File: src/rtl/iobus_reg_bank.sv
// -----------------------------------------------------------------------------
// iobus_reg_bank
//   MicroBlaze MCS IO-bus register bank. Provides NUM_OUT byte-writable output
//   registers, NUM_IN byte-capture input registers, a sticky new-data STATUS
//   register (write-1-to-clear), an IRQ_EN mask and a registered level irq.
//   Transfers are acknowledged 1+WAIT_STATES cycles after the strobe.
//
//   Word map (word index relative to BASE_ADDR, N = NUM_OUT+NUM_IN):
//     0 .. NUM_OUT-1   OUT[w]            RW
//     NUM_OUT .. N-1   IN[w-NUM_OUT]     RO
//     N                STATUS            W1C
//     N+1              IRQ_EN            RW
//
//   Parameters: BASE_ADDR (4-byte aligned), NUM_OUT 1..8, NUM_IN 1..8,
//               WAIT_STATES 0..7.
//
// Ports
//   Clk, Reset              system clock, asynchronous active-high reset
//   IO_Addr_Strobe          address valid, 1-cycle pulse
//   IO_Read_Strobe          read request, coincident with IO_Addr_Strobe
//   IO_Write_Strobe         write request, coincident with IO_Addr_Strobe
//   IO_Address              byte address ([1:0] ignored)
//   IO_Byte_Enable          write byte lanes, bit0 = [7:0]
//   IO_Write_Data           write data
//   IO_Read_Data            read data, valid while IO_Ready=1, held otherwise
//   IO_Ready                1-cycle transfer acknowledge
//   data_out                output registers, reg k at [32k+31:32k]
//   data_out_we             per-lane 1-cycle write pulse, aligned with IO_Ready
//   data_in                 input data, reg i at [32i+31:32i]
//   data_in_en              per-lane capture enable
//   irq                     registered |(STATUS & IRQ_EN)
// -----------------------------------------------------------------------------
// state   | meaning
// ST_IDLE | waiting for a strobe that hits the map
// ST_WAIT | wait-state down-counter running
// ST_ACK  | IO_Ready high; write/read committed on entry
// -----------------------------------------------------------------------------
module iobus_reg_bank #(
  parameter logic [31:0] BASE_ADDR   = 32'hC000_0000,
  parameter int          NUM_OUT     = 2,
  parameter int          NUM_IN      = 2,
  parameter int          WAIT_STATES = 0
) (
  input  logic                  Clk,
  input  logic                  Reset,
  input  logic                  IO_Addr_Strobe,
  input  logic                  IO_Read_Strobe,
  input  logic                  IO_Write_Strobe,
  input  logic [31:0]           IO_Address,
  input  logic [3:0]            IO_Byte_Enable,
  input  logic [31:0]           IO_Write_Data,
  output logic [31:0]           IO_Read_Data,
  output logic                  IO_Ready,
  output logic [32*NUM_OUT-1:0] data_out,
  output logic [4*NUM_OUT-1:0]  data_out_we,
  input  logic [32*NUM_IN-1:0]  data_in,
  input  logic [4*NUM_IN-1:0]   data_in_en,
  output logic                  irq
);

  localparam int          NUM_REGS  = NUM_OUT + NUM_IN;
  localparam int          NUM_WORDS = NUM_REGS + 2;
  localparam logic [31:0] MAP_BYTES = 32'(4 * NUM_WORDS);
  localparam logic [4:0]  W_STATUS  = 5'(NUM_REGS);
  localparam logic [4:0]  W_IRQ_EN  = 5'(NUM_REGS + 1);
  localparam logic [2:0]  WAIT_LOAD = (WAIT_STATES > 0) ? 3'(WAIT_STATES - 1) : 3'd0;

  typedef enum logic [1:0] {
    ST_IDLE = 2'd0,
    ST_WAIT = 2'd1,
    ST_ACK  = 2'd2
  } state_t;

  state_t state_q, state_d;

  logic [31:0] offset;
  logic        hit;
  logic        start;
  logic        commit;
  logic [4:0]  live_word;

  logic [4:0]  lat_word;
  logic [3:0]  lat_be;
  logic [31:0] lat_wdata;
  logic        lat_wr;

  logic [4:0]  cur_word;
  logic [3:0]  cur_be;
  logic [31:0] cur_wdata;
  logic        cur_wr;

  logic [2:0]  wait_cnt_q;

  logic [NUM_OUT-1:0][31:0] out_q;
  logic [NUM_OUT-1:0][3:0]  we_q;
  logic [NUM_IN-1:0][31:0]  in_q;
  logic [NUM_IN-1:0]        status_q;
  logic [NUM_IN-1:0]        irq_en_q;
  logic [NUM_IN-1:0]        cap_any;
  logic [NUM_IN-1:0]        status_clr;
  logic [31:0]              rd_mux;

  // Address decode. The subtraction wraps for addresses below BASE_ADDR, so
  // the explicit lower-bound compare keeps them out of the map.
  assign offset    = IO_Address - BASE_ADDR;
  assign hit       = IO_Addr_Strobe && (IO_Address >= BASE_ADDR) && (offset < MAP_BYTES);
  assign live_word = offset[6:2];
  assign start     = (state_q == ST_IDLE) && hit && (IO_Read_Strobe || IO_Write_Strobe);

  // With zero wait states the commit happens on the strobe edge itself, before
  // the latches are loaded, so the live bus is used while still in IDLE.
  assign cur_word  = (state_q == ST_IDLE) ? live_word       : lat_word;
  assign cur_be    = (state_q == ST_IDLE) ? IO_Byte_Enable  : lat_be;
  assign cur_wdata = (state_q == ST_IDLE) ? IO_Write_Data   : lat_wdata;
  assign cur_wr    = (state_q == ST_IDLE) ? IO_Write_Strobe : lat_wr;

  always_comb begin
    state_d = state_q;
    case (state_q)
      ST_IDLE: begin
        if (start) begin
          if (WAIT_STATES == 0) state_d = ST_ACK;
          else                  state_d = ST_WAIT;
        end
      end
      ST_WAIT: begin
        if (wait_cnt_q == 3'd0) state_d = ST_ACK;
      end
      ST_ACK:  state_d = ST_IDLE;
      default: state_d = ST_IDLE;
    endcase
  end

  // Commit on the edge that enters ACK so data_out, data_out_we and
  // IO_Read_Data all become visible in the same cycle as IO_Ready.
  assign commit   = (state_d == ST_ACK) && (state_q != ST_ACK);
  assign IO_Ready = (state_q == ST_ACK);

  always_ff @(posedge Clk or posedge Reset) begin
    if (Reset) begin
      state_q    <= ST_IDLE;
      wait_cnt_q <= 3'd0;
      lat_word   <= 5'd0;
      lat_be     <= 4'd0;
      lat_wdata  <= 32'd0;
      lat_wr     <= 1'b0;
    end else begin
      state_q <= state_d;
      if (start) begin
        lat_word   <= live_word;
        lat_be     <= IO_Byte_Enable;
        lat_wdata  <= IO_Write_Data;
        lat_wr     <= IO_Write_Strobe;
        wait_cnt_q <= WAIT_LOAD;
      end else if ((state_q == ST_WAIT) && (wait_cnt_q != 3'd0)) begin
        wait_cnt_q <= wait_cnt_q - 3'd1;
      end
    end
  end

  // Output registers and their per-lane write pulses.
  always_ff @(posedge Clk or posedge Reset) begin
    if (Reset) begin
      out_q <= '0;
      we_q  <= '0;
    end else begin
      for (int k = 0; k < NUM_OUT; k++) begin
        for (int b = 0; b < 4; b++) begin
          if (commit && cur_wr && (cur_word == 5'(k)) && cur_be[b]) begin
            out_q[k][8*b +: 8] <= cur_wdata[8*b +: 8];
            we_q[k][b]         <= 1'b1;
          end else begin
            we_q[k][b]         <= 1'b0;
          end
        end
      end
    end
  end

  assign data_out    = out_q;
  assign data_out_we = we_q;

  always_comb begin
    cap_any = '0;
    for (int i = 0; i < NUM_IN; i++) begin
      cap_any[i] = |data_in_en[4*i +: 4];
    end
  end

  // Byte enables do not apply to STATUS clears.
  always_comb begin
    status_clr = '0;
    if (commit && cur_wr && (cur_word == W_STATUS)) begin
      status_clr = cur_wdata[NUM_IN-1:0];
    end
  end

  // Input capture runs in every FSM state; a capture beats a same-cycle clear.
  always_ff @(posedge Clk or posedge Reset) begin
    if (Reset) begin
      in_q     <= '0;
      status_q <= '0;
      irq_en_q <= '0;
      irq      <= 1'b0;
    end else begin
      for (int i = 0; i < NUM_IN; i++) begin
        for (int b = 0; b < 4; b++) begin
          if (data_in_en[4*i + b]) begin
            in_q[i][8*b +: 8] <= data_in[32*i + 8*b +: 8];
          end
        end
      end
      status_q <= (status_q & ~status_clr) | cap_any;
      if (commit && cur_wr && (cur_word == W_IRQ_EN)) begin
        irq_en_q <= cur_wdata[NUM_IN-1:0];
      end
      irq <= |(status_q & irq_en_q);
    end
  end

  always_comb begin
    rd_mux = '0;
    for (int k = 0; k < NUM_OUT; k++) begin
      if (cur_word == 5'(k)) rd_mux = out_q[k];
    end
    for (int i = 0; i < NUM_IN; i++) begin
      if (cur_word == 5'(NUM_OUT + i)) rd_mux = in_q[i];
    end
    if (cur_word == W_STATUS) rd_mux[NUM_IN-1:0] = status_q;
    if (cur_word == W_IRQ_EN) rd_mux[NUM_IN-1:0] = irq_en_q;
  end

  always_ff @(posedge Clk or posedge Reset) begin
    if (Reset) begin
      IO_Read_Data <= 32'd0;
    end else if (commit && !cur_wr) begin
      IO_Read_Data <= rd_mux;
    end
  end

endmodule

File: config.mk
export PLATFORM = sky130hd
export DESIGN_NAME = iobus_reg_bank
export DESIGN_NICKNAME = d
export VERILOG_FILES = /design/src/rtl/iobus_reg_bank.sv
export SDC_FILE = /design/constraint.sdc
export NUM_CORES = 1
export LEC_CHECK = 0
export BUFFER_PORTS_ARGS = -buffer_cell sky130_fd_sc_hd__buf_2
export CAP_MARGIN = 20
export CORE_MARGIN = 10
export CORE_UTILIZATION = 39
export CTS_CLUSTER_SIZE = 40
export DETAILED_ROUTE_END_ITERATION = 10
export RECOVER_POWER = 50
export SKIP_CTS_REPAIR_TIMING = 1
export SLEW_MARGIN = 20
export SYNTH_ARGS = -nofsm -noshare
export SYNTH_HDL_FRONTEND = slang
export SYNTH_SLANG_ARGS = --single-unit
File: constraint.sdc
create_clock -name Clk -period 5.73 [get_ports Clk]
set_input_delay 0.2865 -clock Clk [delete_from_list [all_inputs] [get_ports Clk]]
set_output_delay 0.2865 -clock Clk [all_outputs]
set_load 0.1 [all_outputs]
## Yosys cells after proc, flatten, opt, wreduce, memory -nomap -nowiden

Index checks and enable logic that the tools add are counted.

| cells by class | value |
|---|---|
| mux-type cells | 24 |
| bitwise logic cells | 4 |
| reduce and logical (&&, ||, !) cells | 30 |
| add/subtract/negate cells | 2 |
| order comparisons | 2 |
| eq/ne operators | 9 |

Operator list:

| operator | number |
|---|---|
| 32-bit 2-to-1 mux | 5 |
| 32-bit greater-or-equal comparator (second input constant) | 1 |
| 32-bit by 5-bit < comparator with 1-bit output (second input constant) | 1 |
| 32-bit subtractor (second input constant) | 1 |
| 1-bit logical AND | 20 |
| 5-bit by 2-bit == test with 1-bit output (second input constant) | 2 |
| 5-bit by 3-bit == test with 1-bit output (second input constant) | 2 |
| 2-bit 2-to-1 mux | 5 |
| 1-bit 2-to-1 mux | 9 |
| 4-bit OR reduction | 2 |
| 3-bit 2-to-1 mux | 2 |
| 5-bit by 1-bit == test with 1-bit output (second input constant) | 1 |
| 5-bit zero test | 1 |
| 5-bit 2-to-1 mux | 1 |
| 2-bit AND | 2 |
| 2-bit == test (second input constant) | 2 |
| 4-bit 2-to-1 mux | 1 |
| 2-bit case mux with 2 select lines | 1 |
| 3-bit zero test | 1 |
| 3-bit nonzero test | 1 |
| 3-bit by 1-bit subtractor with 3-bit output (second input constant) | 1 |
| 2-bit by 1-bit == test with 1-bit output (second input constant) | 1 |
| 2-bit zero test | 1 |
| 2-bit inequality test (second input constant) | 1 |
| other kinds (6) | 6 |

| storage, ports and cells | value |
|---|---|
| bits in registers | 220 |
| logic and storage cells | 99 |
| input bits | 145 |
| output and inout port bits | 106 |

## Longest topological paths before layout

Gate-level depths: netlist of run 1.

| logic depth | value |
|---|---|
| depth after elaboration | 15 |
| mapped depth | 10 |
| depth with buffers taken out | 8 |

## Worst setup path after synthesis of run 1

No wires, ideal clock.

| path | value |
|---|---|
| path kind | reg-to-reg |
| start | reg state_q[1] |
| end | reg out_q (netlist bit data_out[33]) |
| data required time | 5.651 ns |
| arrival | 2.246 ns |
| cell stages (with the launch flop) | 10 |
| buffers on the path | 3 |
| library setup time | 0.079 ns |
| clock period less this slack | 2.325 ns |
| path slack | 3.405 ns |
| cells stage by stage | dfrtp_1 -> buf_2 -> nor2_4 -> mux2_2 -> nor3_1 -> nor2b_1 -> buf_2 -> clkbuf_1 -> a21oi_1 -> a21oi_1 |

| between the ends | value |
|---|---|
| cells in the longest elaborated chain, start to end | 10 |
| elaborated cells on any way between the ends | 18 |
| classes of those cells | 4 x eq/ne; 7 x mux; 7 x reduce/logical |

Ends and longest elaborated chain:

| what | RTL line | text |
|---|---|---|
| start, declared | 74 | `state_t state_q, state_d;` |
| start signal, assigned | 148 | `state_q <= state_d;` |
| 2-bit zero test | -- |  |
| 1-bit logical AND (2 in a row) | 108 | `assign start = (state_q == ST_IDLE) && hit && (IO_Read_Strobe \|\| IO_Write_Strobe);` |
| 2-bit 2-to-1 mux | 121 | `if (start) begin` |
| 2-bit case mux with 2 select lines | 119 | `case (state_q)` |
| 2-bit == test | 136 | `assign commit = (state_d == ST_ACK) && (state_q != ST_ACK);` |
| 1-bit logical AND | 136 |  |
| 1-bit logical AND (3 in a row) | 169 | `if (commit && cur_wr && (cur_word == 5'(k)) && cur_be[b]) begin` |
| end signal, assigned by index | 170 | `out_q[k][8*b +: 8] <= cur_wdata[8*b +: 8];` |
| end, declared | 94 | `logic [NUM_OUT-1:0][31:0] out_q;` |

Several ways; a longest one is shown, not always the timed one.
A chain may end at the register's enable or synchronous reset.

## Worst setup path after layout of run 1

| path | value |
|---|---|
| start | reg state_q[1] |
| end | reg out_q (netlist bit data_out[12]) |

Same word-level chain as after synthesis.

==> metrics.md, run 1 <==
| Metric | Value |
|---|---|
| Worst min path class | in2reg |
| Detailed placement HPWL | 20800 µm |
| R2R cell count | 7 |
| Die area | between 0.03 and 0.04 mm² |
| Net switching power | around 0.87 mW |
| Max Clk Rate | roughly 270 MHz |
| Yosys warning total | 0 |
| Worst r2r src | state_q[1] |
| Hold Path Stages | 2 |
| Hold Crit Endpoint | in_q[2] |
| FF+latch count, synth | 220 |
| First-pass GRT wire length | between 40000 and 50000 µm |
| Max VDD drop | between 0.00015 and 0.0002 V |
| Total Routing Usage GR | between 10% and 20% |
| Remaining antenna violation count | 0 |
| CTS clock-pin slew for the worst setup and hold paths | around 60 ps |
| Vias in the first global route | approximately 8000 |
| Post-synth top area cell | dfrtp_1 |
| Synthesized net count | about 930 |
| DR WL/cell | 21.8 µm |
| Post-synth EDFFs | 0 |
| Worst Skew | ~6 ps |
| Sequential power share | a little under half |
| CTS buffer count | 25 |
| DRT iter0 DRCs | 487 |
| Critical Path RT | about 6000 ps |
| Gp weighted congestion | around 0.83 |
| Hold Path Origin | data_in[2] |
| Fin crit share | about 64% |
| Startpoint type of the worst setup path | register |
| Core area | between 0.02 and 0.025 mm² |
| IO buf count | around 250 |
| Final hold vios | 0 |
| Largest net degree at the start of global routing | 78 |
| DRC viols | 0 |
| Netlist cell types | between 40 and 50 |
| Int Pwr | ~2.6 mW |
| Hold Worst Slack | a little over 7 ps |
| End of the worst register-to-register path | data_out[12] |
| Slew Viols, Final | roughly 160 |
| Total gr overflow | 0 |
| Antenna violations before repair | 5 |
| Critical path type | reg2reg |
| R2r setup slk | 2040 ps |
| Switch share | 25.1% |
| Detailed Route WL | around 30000 µm |
| Combinational share of power | approximately a tenth |
| CTS max path bufs | 3 |
| Synth top area share | 58.5% |
| CTS HTree Levels | 1 |
| Worst-Skew Late Latency | a little over 500 ps |
| Cells after synthesis | between 700 and 800 |
| Failing checks | capacitance limit, slew limit |
| Worst Setup End Kind | register |
| Final Critical Period | between 3000 and 4000 ps |
| Die X | 175 µm |
| Primary FF master, synth | dfrtp_1 |
| Ports | about 250 |
| Total power | about 3.5 mW |
| Die height | 175 µm |
| Syn Area/Cell | roughly 12 µm² |
| CTS tree | built |
| CP Data Arrival Time | ~4100 ps |
| Pwr/cell area | approximately 290 mW/mm² |
| RSZ-0062 raised after global routing | no |
| Post-route setup TNS | 0 ps |
| Worst Tran Pin Value | between 3000 and 4000 ps |
| Endpoints failing setup | 0 |
| Initial Util | 39.8% |
| DRT Pass-1 Iters | 5 |
| Total of max-cap violations | 3 |
| Fraction of layout cells with a size suffix above 1 | 29.3% |
| Clk sink count | 220 |
| Async set or reset register ratio after synthesis | 100% |
| Area after DPL | between 0.01 and 0.015 mm² |
| Max-slew headroom | -102% |
| FILL cells | between 2000 and 2500 |
| CTS Root Cell | clkbuf_16 |
| DR vias | ~7500 |
| Leakage | around 5.5 nW |
| Nets | ~1200 |
| Synth top area cells | dfrtp_1 (59%), mux2_2 (13%), a21oi_1 (7.1%) |
| Clk pwr share | a little over two fifths |
| Place WS | ~2000 ps |
| Final instance area | 0.0118 mm² |
| Outcome | complete, but fails checks |
| Cell Rows | 56 |
| DR vias/cell | between 5 and 6 |
| Min setup slack post-route | 2040 ps |
| Cell Area, Synth | around 0.0094 mm² |
| Crit-path max FO | 25 |
| Synth-to-layout area growth | 25.8% |
| Seq/Total Area, Yosys | between 50% and 60% |
metal layers:
layer / part of all wire [%] / up-vias / wire, µm / track usage (%)
met5: 0.090 / - / 27 / 0
met3: 7.4 / 50 / 2240 / 5.00
met2: 46 / 260 / 13900 / 29.9
met1: 44 / 3758 / 13200 / 24.6
li1: - / 3418 / - / -
met4: 2.5 / 4 / 738 / 6.29
synth_stat cells (3+ instances only):
library cell,n
nor4_1,9
a22oi_1,60
mux2i_1,37
nor2_1,39
dfrtp_1,220
nor4b_1,3
a31oi_1,34
buf_4,3
a21oi_1,133
inv_1,9
nand2_1,25
and2_1,9
buf_2,17
clkbuf_1,38
nor2b_1,4
nor3_1,7
mux2_2,105
registers in the layout (all words and copies together), names as in the netlist, 3 cells and up:
| name | flops |
|---|---|
| data_out_we | 8 |
| wait_cnt_q | 3 |
| in_q | 64 |
| IO_Read_Data | 32 |
| lat_word | 5 |
| data_out | 64 |
| lat_be | 4 |
| lat_wdata | 32 |
cells in the final DEF (no fill, tap or decap), types with 3 or more instances in the layout:
master	n
a21oi_1	133
mux2i_1	37
dlygate4sd3_1	21
nor3_2	3
inv_1	8
buf_2	142
nor4_1	9
a31oi_1	34
diode_2	3
mux2_2	105
a22oi_1	60
clkbuf_1	117
nand2_1	25
clkbuf_8	6
and2_1	9
nor4b_1	3
nor2_1	39
dfrtp_1	220
buf_4	17
nor3_1	3
clkbuf_16	25
kinds of logic after synthesis:
logic type / synth area share (%)
AOI/OAI and AO/OA: 15.9
DFF: 58.5
muxes: 16.5
and+or+nand+nor: 5.56
adders and majority gates: 0.266
xor gates and xnor gates: 0.186
buffers and inverters: 3.02
power by group through the flow:
| stage | Combinational (mW) | Clock, mW | Sequential, mW |
|---|---|---|---|
| 6_report | 0.335 | 1.49 | 1.65 |
| 5_1_grt | 0.362 | 1.60 | 1.66 |
| 4_1_cts | 0.332 | 1.53 | 1.65 |
| 3_5_place_dp | 0.331 | 0 | 1.68 |
| 3_3_place_gp | 0.327 | 0 | 1.68 |
| 2_1_floorplan | 0.123 | 0 | 1.76 |
through the flow:
step | cells | utilization [%]
4_1_cts | 1357 | 49.8
3_3_place_gp | 1314 | 46.5
2_1_floorplan | 785 | -
6_report | 1381 | 50.1
3_5_place_dp | 1314 | 46.6
5_1_grt | 1380 | 50.1
worst max-delay path by stage:
stage / start / endpoint / slack [ps] / cells past startpoint
final: state_q[1] / data_out[12] / 2040 / 7
after global placement: state_q[1] / IO_Read_Data[20] / 1810 / 7
after floorplan: Reset / IO_Read_Data[0] / 2580 / 1
after global routing: Reset / lat_wdata[19] / 1550 / 5
after CTS: state_q[1] / data_out[11] / 2020 / 7
after detailed placement: state_q[1] / data_out[11] / 2050 / 7
cell type report:
class                      instances  area [µm²]  share of cell area, %
multi-input combinational        498        3660                   30.9
clock inverter                     3        18.8                  0.159
clock buffer                      40         742                   6.27
timing repair buffer             289        1460                   12.3
inverter                           9        37.5                  0.317
antenna                            3        7.51                 0.0635
sequential                       220        5510                   46.5
tap                              319         399                   3.37
critical path, stage by stage, from the launching register on:
cell and delay, ps:
dfrtp_1 520, nor2_4 770, nand4_1 250, o31a_1 460
nor2b_4 650, buf_4 330, and2_1 410, a21oi_1 140
Note: power is estimated with default switching activity, not from simulation.
==> run 2: changes to the inputs <==
- clock period: 5.73 -> 3.7 ns (I/O delays scaled with it)
==> run 2 against run 1 <==
Against the previous run: the flow finishes with violations (hold timing, capacitance limit, slew limit); maximum frequency is 29% higher; power is 60% higher; final cell count up 6.2%; core utilization rose by 4.3 points; die area unchanged; flip-flop and latch count unchanged; clock skew up 10 ps; count of clock-buffer cells in the layout decreased by 6; clock power is 62% higher; register-to-register slack got worse by 1200 ps; global-route usage decreased by 0.15 points; worst hold slack lost 16 ps.
==> metrics.md, run 2 (synthesized netlist as in run 1, its figures left out) <==
| Metric | Value |
|---|---|
| Total Routing Usage GR | between 10% and 20% |
| First-pass GRT wire length | between 40000 and 50000 µm |
| Clk sink count | 220 |
| Endpoints failing setup | 0 |
| Largest net degree at the start of global routing | between 150 and 200 |
| Pwr/cell area | between 400 and 500 mW/mm² |
| DR vias/cell | between 5 and 6 |
| Cell Rows | between 50 and 60 |
| Remaining antenna violation count | 0 |
| CTS HTree Levels | 1 |
| Worst min path class | in2reg |
| Nets | 1271 |
| Worst Tran Pin Value | ~2100 ps |
| Worst Setup End Kind | register |
| Crit-path max FO | 18 |
| Critical Path RT | 4060 ps |
| Startpoint type of the worst setup path | register |
| Leakage | between 6 and 7 nW |
| Core area | between 0.02 and 0.025 mm² |
| Final hold vios | 1 |
| IO buf count | around 250 |
| Most common cell after layout, fill and taps aside | buf_2 |
| Global-route track usage on met2 | slightly above 30% |
| End of the worst register-to-register path | data_out[49] |
| Detailed placement HPWL | just over 20000 µm |
| Final Critical Period | ~2900 ps |
| Die height | ~180 µm |
| Met1 usage | 24.7% |
| Layout Cells excl Fill | roughly 1500 |
| Worst r2r src | state_q[1] |
| R2R cell count | 6 |
| Total of max-cap violations | 2 |
| DR WL/cell | 20.7 µm |
| RSZ-0062 raised after global routing | no |
| Most frequent cells in the layout | buf_2 (248), dfrtp_1 (220), a21oi_1 (133), mux2_2 (105), dlygate4sd3_1 (102) |
| Worst Skew | 16.5 ps |
| Vias in the first global route | 7697 |
| Hold Path Stages | 2 |
| DRT iter0 DRCs | 540 |
| CP Data Arrival Time | ~3200 ps |
| Gp weighted congestion | 0.850 |
| Failing checks | hold timing, capacitance limit, slew limit |
| Critical path type | reg2reg |
| CTS tree | built |
| Outcome | complete, but fails checks |
| Max VDD drop | approximately 0.00026 V |
| Max-slew headroom | -41.8% |
| DR vias | a little under 8000 |
| CTS max path bufs | 3 |
| Hold Worst Slack | -9.25 ps |
| Initial Util | roughly 40% |
| Ports | 251 |
| DRT Pass-1 Iters | 5 |
| Die X | roughly 180 µm |
| Fin crit share | approximately 77% |
| Max Clk Rate | 349 MHz |
| Slew Viols, Final | between 200 and 250 |
| R2r setup slk | about 830 ps |
| Antenna violations before repair | 5 |
| CTS buffer count | 25 |
| Die area | 0.0307 mm² |
| Detailed Route WL | roughly 30000 µm |
| Place WS | about 840 ps |
| CTS Root Cell | clkbuf_16 |
| Synth-to-layout area growth | 36.5% |
| Placed Instances | approximately 1300 |
| Hold Path Origin | IO_Address[3] |
| Top Usage Layer GRT | met2 |
| Worst-Skew Late Latency | approximately 520 ps |
| Met3 Use GR | about 5% |
| Min setup slack post-route | 833 ps |
| DRC viols | 0 |
| Fraction of layout cells with a size suffix above 1 | roughly 37% |
| Hold Crit Endpoint | lat_word[1] |
| Total gr overflow | 0 |
| CTS clock-pin slew for the worst setup and hold paths | roughly 60 ps |
| Post-route setup TNS | 0 ps |
-- run 2: critical path, cell delays in order, from the launching register on --
cell	delay, ps
dfrtp_1	590
or2_1	430
a21oi_1	340
nor3_2	260
nor2b_4	500
and2_1	450
a21oi_1	140
-- run 2: worst max path at each step --
| stage | from | end | slack, ps | cells after the start |
|---|---|---|---|---|
| after detailed placement | state_q[1] | data_out[56] | 840 | 6 |
| after global routing | state_q[1] | data_out[3] | 610 | 6 |
| final | state_q[1] | data_out[49] | 830 | 6 |
| after CTS | state_q[1] | data_out[56] | 810 | 6 |
| after global placement | state_q[1] | data_out[48] | 890 | 6 |
| after floorplan | Reset | IO_Read_Data[0] | 650 | 1 |
-- run 2: layout make-up --
| type | count | area, µm² |
|---|---|---|
| antenna | 5 | 12.5 |
| clock buffer | 34 | 719 |
| clock inverter | 11 | 86.3 |
| fill | 2087 | 10800 |
| inverter | 9 | 35.0 |
| multi-input combinational | 498 | 3650 |
| sequential | 220 | 5510 |
| tap | 319 | 399 |
| timing repair buffer | 370 | 2420 |
-- run 2: per-layer routing --
metal / up-vias / share of wire (%)
li1: 3586 / -
met1: 3920 / 44
met2: 244 / 48
met3: 35 / 6.4
met4: 0 / 1.8
met5: - / 0
-- run 2: metrics by stage --
step,power [mW],utilization [%],instance area (µm²)
after global placement,3.10,46.6,11000
after CTS,5.54,50.1,11800
after global routing,5.77,54.3,12800
after detailed placement,3.11,46.6,11000
final,5.56,54.4,12800
after floorplan,2.92,-,9410
-- run 2: power breakdown --
group / total [mW] / internal (mW) / switching [mW] / leakage [nW]
clock: 2.41 / 1.43 / 0.983 / 0.405
sequential: 2.55 / 2.50 / 0.0565 / 2.86
combinational: 0.592 / 0.234 / 0.358 / 3.08
==> run 3: changes to the inputs <==
- clock period: 3.7 -> 3 ns (I/O delays scaled with it)
==> run 3 against run 2 <==
Against the previous run: critical path type unchanged; core utilization rose by 0.57 points; first-iteration DRC count is 2.0% lower; routed wire length is 2.7% higher; die area unchanged; power is 26% higher; the flow finishes with violations (capacitance limit, slew limit); critical path depth did not move; worst setup slack worse by 540 ps; sequential power is 24% higher; critical endpoint is now data_out[1]; final cell count up 0.61%; highest routed layer unchanged; count of clock-buffer cells in the layout decreased by 1.
==> metrics.md, run 3 (synthesized netlist as in run 1, its figures left out) <==
| Metric | Value |
|---|---|
| Final hold vios | 0 |
| Most frequent cells in the layout | buf_2 (248), dfrtp_1 (220), a21oi_1 (133), mux2_2 (105), dlygate4sd3_1 (105) |
| Crit-path slowest cell | or4_1 |
| Uppermost layer routed | met4 |
| DR vias | 7861 |
| Antenna violations before repair | 2 |
| Met2 WL post-DR | 14700 µm |
| CTS buffer count | 25 |
| Critical Path End | data_out[1] |
| Worst r2r src | state_q[1] |
| Ports | between 200 and 300 |
| CTS clock-pin slew for the worst setup and hold paths | around 60 ps |
| Pwr/cell area | around 540 mW/mm² |
| Max Clk Rate | ~370 MHz |
| Worst path bufs/invs | 0 |
| WL met1 | 13400 µm |
| Sequential power share | 45.0% |
| Worst Tran Pin Value | roughly 1500 ps |
| Switch share | between 20% and 30% |
| Detailed placement HPWL | 20700 µm |
| Fin crit share | 90.1% |
| Nets | 1284 |
| Outcome | complete, but fails checks |
| DRT iter0 DRCs | 529 |
| Detailed Route WL | slightly above 30000 µm |
| Stages on the worst setup path | 6 |
| R2R cell count | 6 |
| Worst Setup End Kind | register |
| Crit-path max FO | 16 |
| Remaining antenna violation count | 0 |
| Total Routing Usage GR | a little under a fifth |
| Failing checks | capacitance limit, slew limit |
| Int Pwr | 5.28 mW |
| Worst Skew | ~11 ps |
| Critical Path RT | between 3000 and 4000 ps |
| Cell Rows | 56 |
| Total of max-cap violations | 1 |
| Wire length on met3 | 2310 µm |
| R2r setup slk | between 200 and 300 ps |
| Leakage | between 6 and 7 nW |
| Min setup slack post-route | 297 ps |
| Die height | around 180 µm |
| Clk sink count | between 200 and 250 |
| Gp weighted congestion | about 0.83 |
| Max-slew headroom | -0.314% |
| Crit-path cells | or4_1 > o31a_1 > nor3_4 > nor2b_4 > and2_1 > a21oi_1 |
| Synth-to-layout area growth | 37.9% |
| CTS Root Cell | clkbuf_16 |
| DR WL/cell | 21.1 µm |
| Die X | 175 µm |
| IO buf count | around 250 |
| Combinational share of power | around a tenth |
| Vias in the first global route | slightly below 8000 |
| Total gr overflow | 0 |
| Worst min path class | in2reg |
| DRC viols | 0 |
| Critical path type | reg2reg |
| Util after Layout | a little over half |
| Final Critical Period | 2700 ps |
| CTS max path bufs | 3 |
| First-pass GRT wire length | around 46000 µm |
| Die area | 0.0307 mm² |
| Most common cell after layout, fill and taps aside | buf_2 |
| Clk pwr share | approximately 45% |
| DR vias/cell | approximately 5.3 |
| RSZ-0062 raised after global routing | no |
| Core area | about 0.024 mm² |
| Crit path launch | state_q[1] |
| Startpoint type of the worst setup path | register |
| CTS tree | built |
| CTS HTree Levels | 1 |
| Area of the multi-input gates | around 0.0037 mm² |
| Max VDD drop | approximately 0.00047 V |
| CP Data Arrival Time | between 3000 and 4000 ps |
| Worst-Skew Late Latency | approximately 520 ps |
| Endpoints failing setup | 0 |
| Place WS | around 200 ps |
| Net switching power | around 1.7 mW |
| DRT Pass-1 Iters | 5 |
| Initial Util | between 30% and 40% |
| Fraction of layout cells with a size suffix above 1 | a little under two fifths |
| CP max stage delay | between 500 and 600 ps |
| End of the worst register-to-register path | data_out[1] |
| Largest net degree at the start of global routing | 77 |
| FILL cells | a little over 2000 |
| Register Area | approximately 0.0055 mm² |
| Slew Viols, Final | 27 |
| Kind of cell adding the most delay to the critical path | simple AND/OR/NAND/NOR gates |
-- run 3: cell types whose count changed in the layout (fill, tap and decap cells not counted), sizes merged --
cell         before  now
clkinv            8    7
clkbuf           36   38
diode             5    2
clkinvlp          2    1
dlygate4sd3     102  105
bufinv            1    3
buf             266  273
-- run 3: how the worst min path moves through the flow --
stage | start | cells after the start | end
detailed placement | Reset | 2 | IO_Read_Data[2]
floorplan | IO_Write_Data[0] | 1 | lat_wdata[0]
CTS | Reset | 2 | status_q[0]
finish | data_in_en[2] | 3 | status_q[0]
global route | data_in_en[2] | 2 | in_q[18]
global placement | Reset | 2 | in_q[2]
-- run 3: layout make-up --
cell class	instances	area share (%)
Clock buffer	33	5.44
Timing Repair Buffer	383	19.5
Antenna cell	2	0.0386
Clock inverter	11	1.03
Multi-Input combinational cell	498	28.2
Sequential cell	220	42.4
Inverter	9	0.270
Tap cell	319	3.08
-- run 3: metrics by stage --
| stage | std cells | setup TNS [ps] | cell area, µm² | hold WS (ps) | power, mW |
|---|---|---|---|---|---|
| finish | 1475 | 0 | 13000 | 93.9 | 7.01 |
| global route | 1475 | 0 | 13000 | 99.3 | 7.28 |
| CTS | 1368 | 0 | 12000 | -246 | 6.98 |
| detailed placement | 1324 | 0 | 11100 | 302 | 3.85 |
| global placement | 1324 | 0 | 11100 | 294 | 3.84 |
| floorplan | 785 | -3980 | 9410 | 302 | 3.60 |
-- run 3: metal layers --
| metal | up-vias | global-route usage [%] |
|---|---|---|
| met4 | 0 | 4.73 |
| met5 | - | 0 |
| met3 | 53 | 4.27 |
| met2 | 308 | 30.4 |
| met1 | 3892 | 25.2 |
| li1 | 3608 | - |
-- run 3: tightest hold or removal path: cells and delay by family --
| kind | cells | cell delay [ps] |
|---|---|---|
| buffers and inverters | 1 | 260 |
| and+or+nand+nor | 2 | 160 |
-- run 3: power groups by stage --
stage	logic (mW)	clock network [mW]	registers (mW)
2_1_floorplan	0.234	0	3.37
3_3_place_gp	0.635	0	3.20
3_5_place_dp	0.643	0	3.20
4_1_cts	0.645	3.19	3.15
5_1_grt	0.797	3.32	3.16
6_report	0.742	3.12	3.15
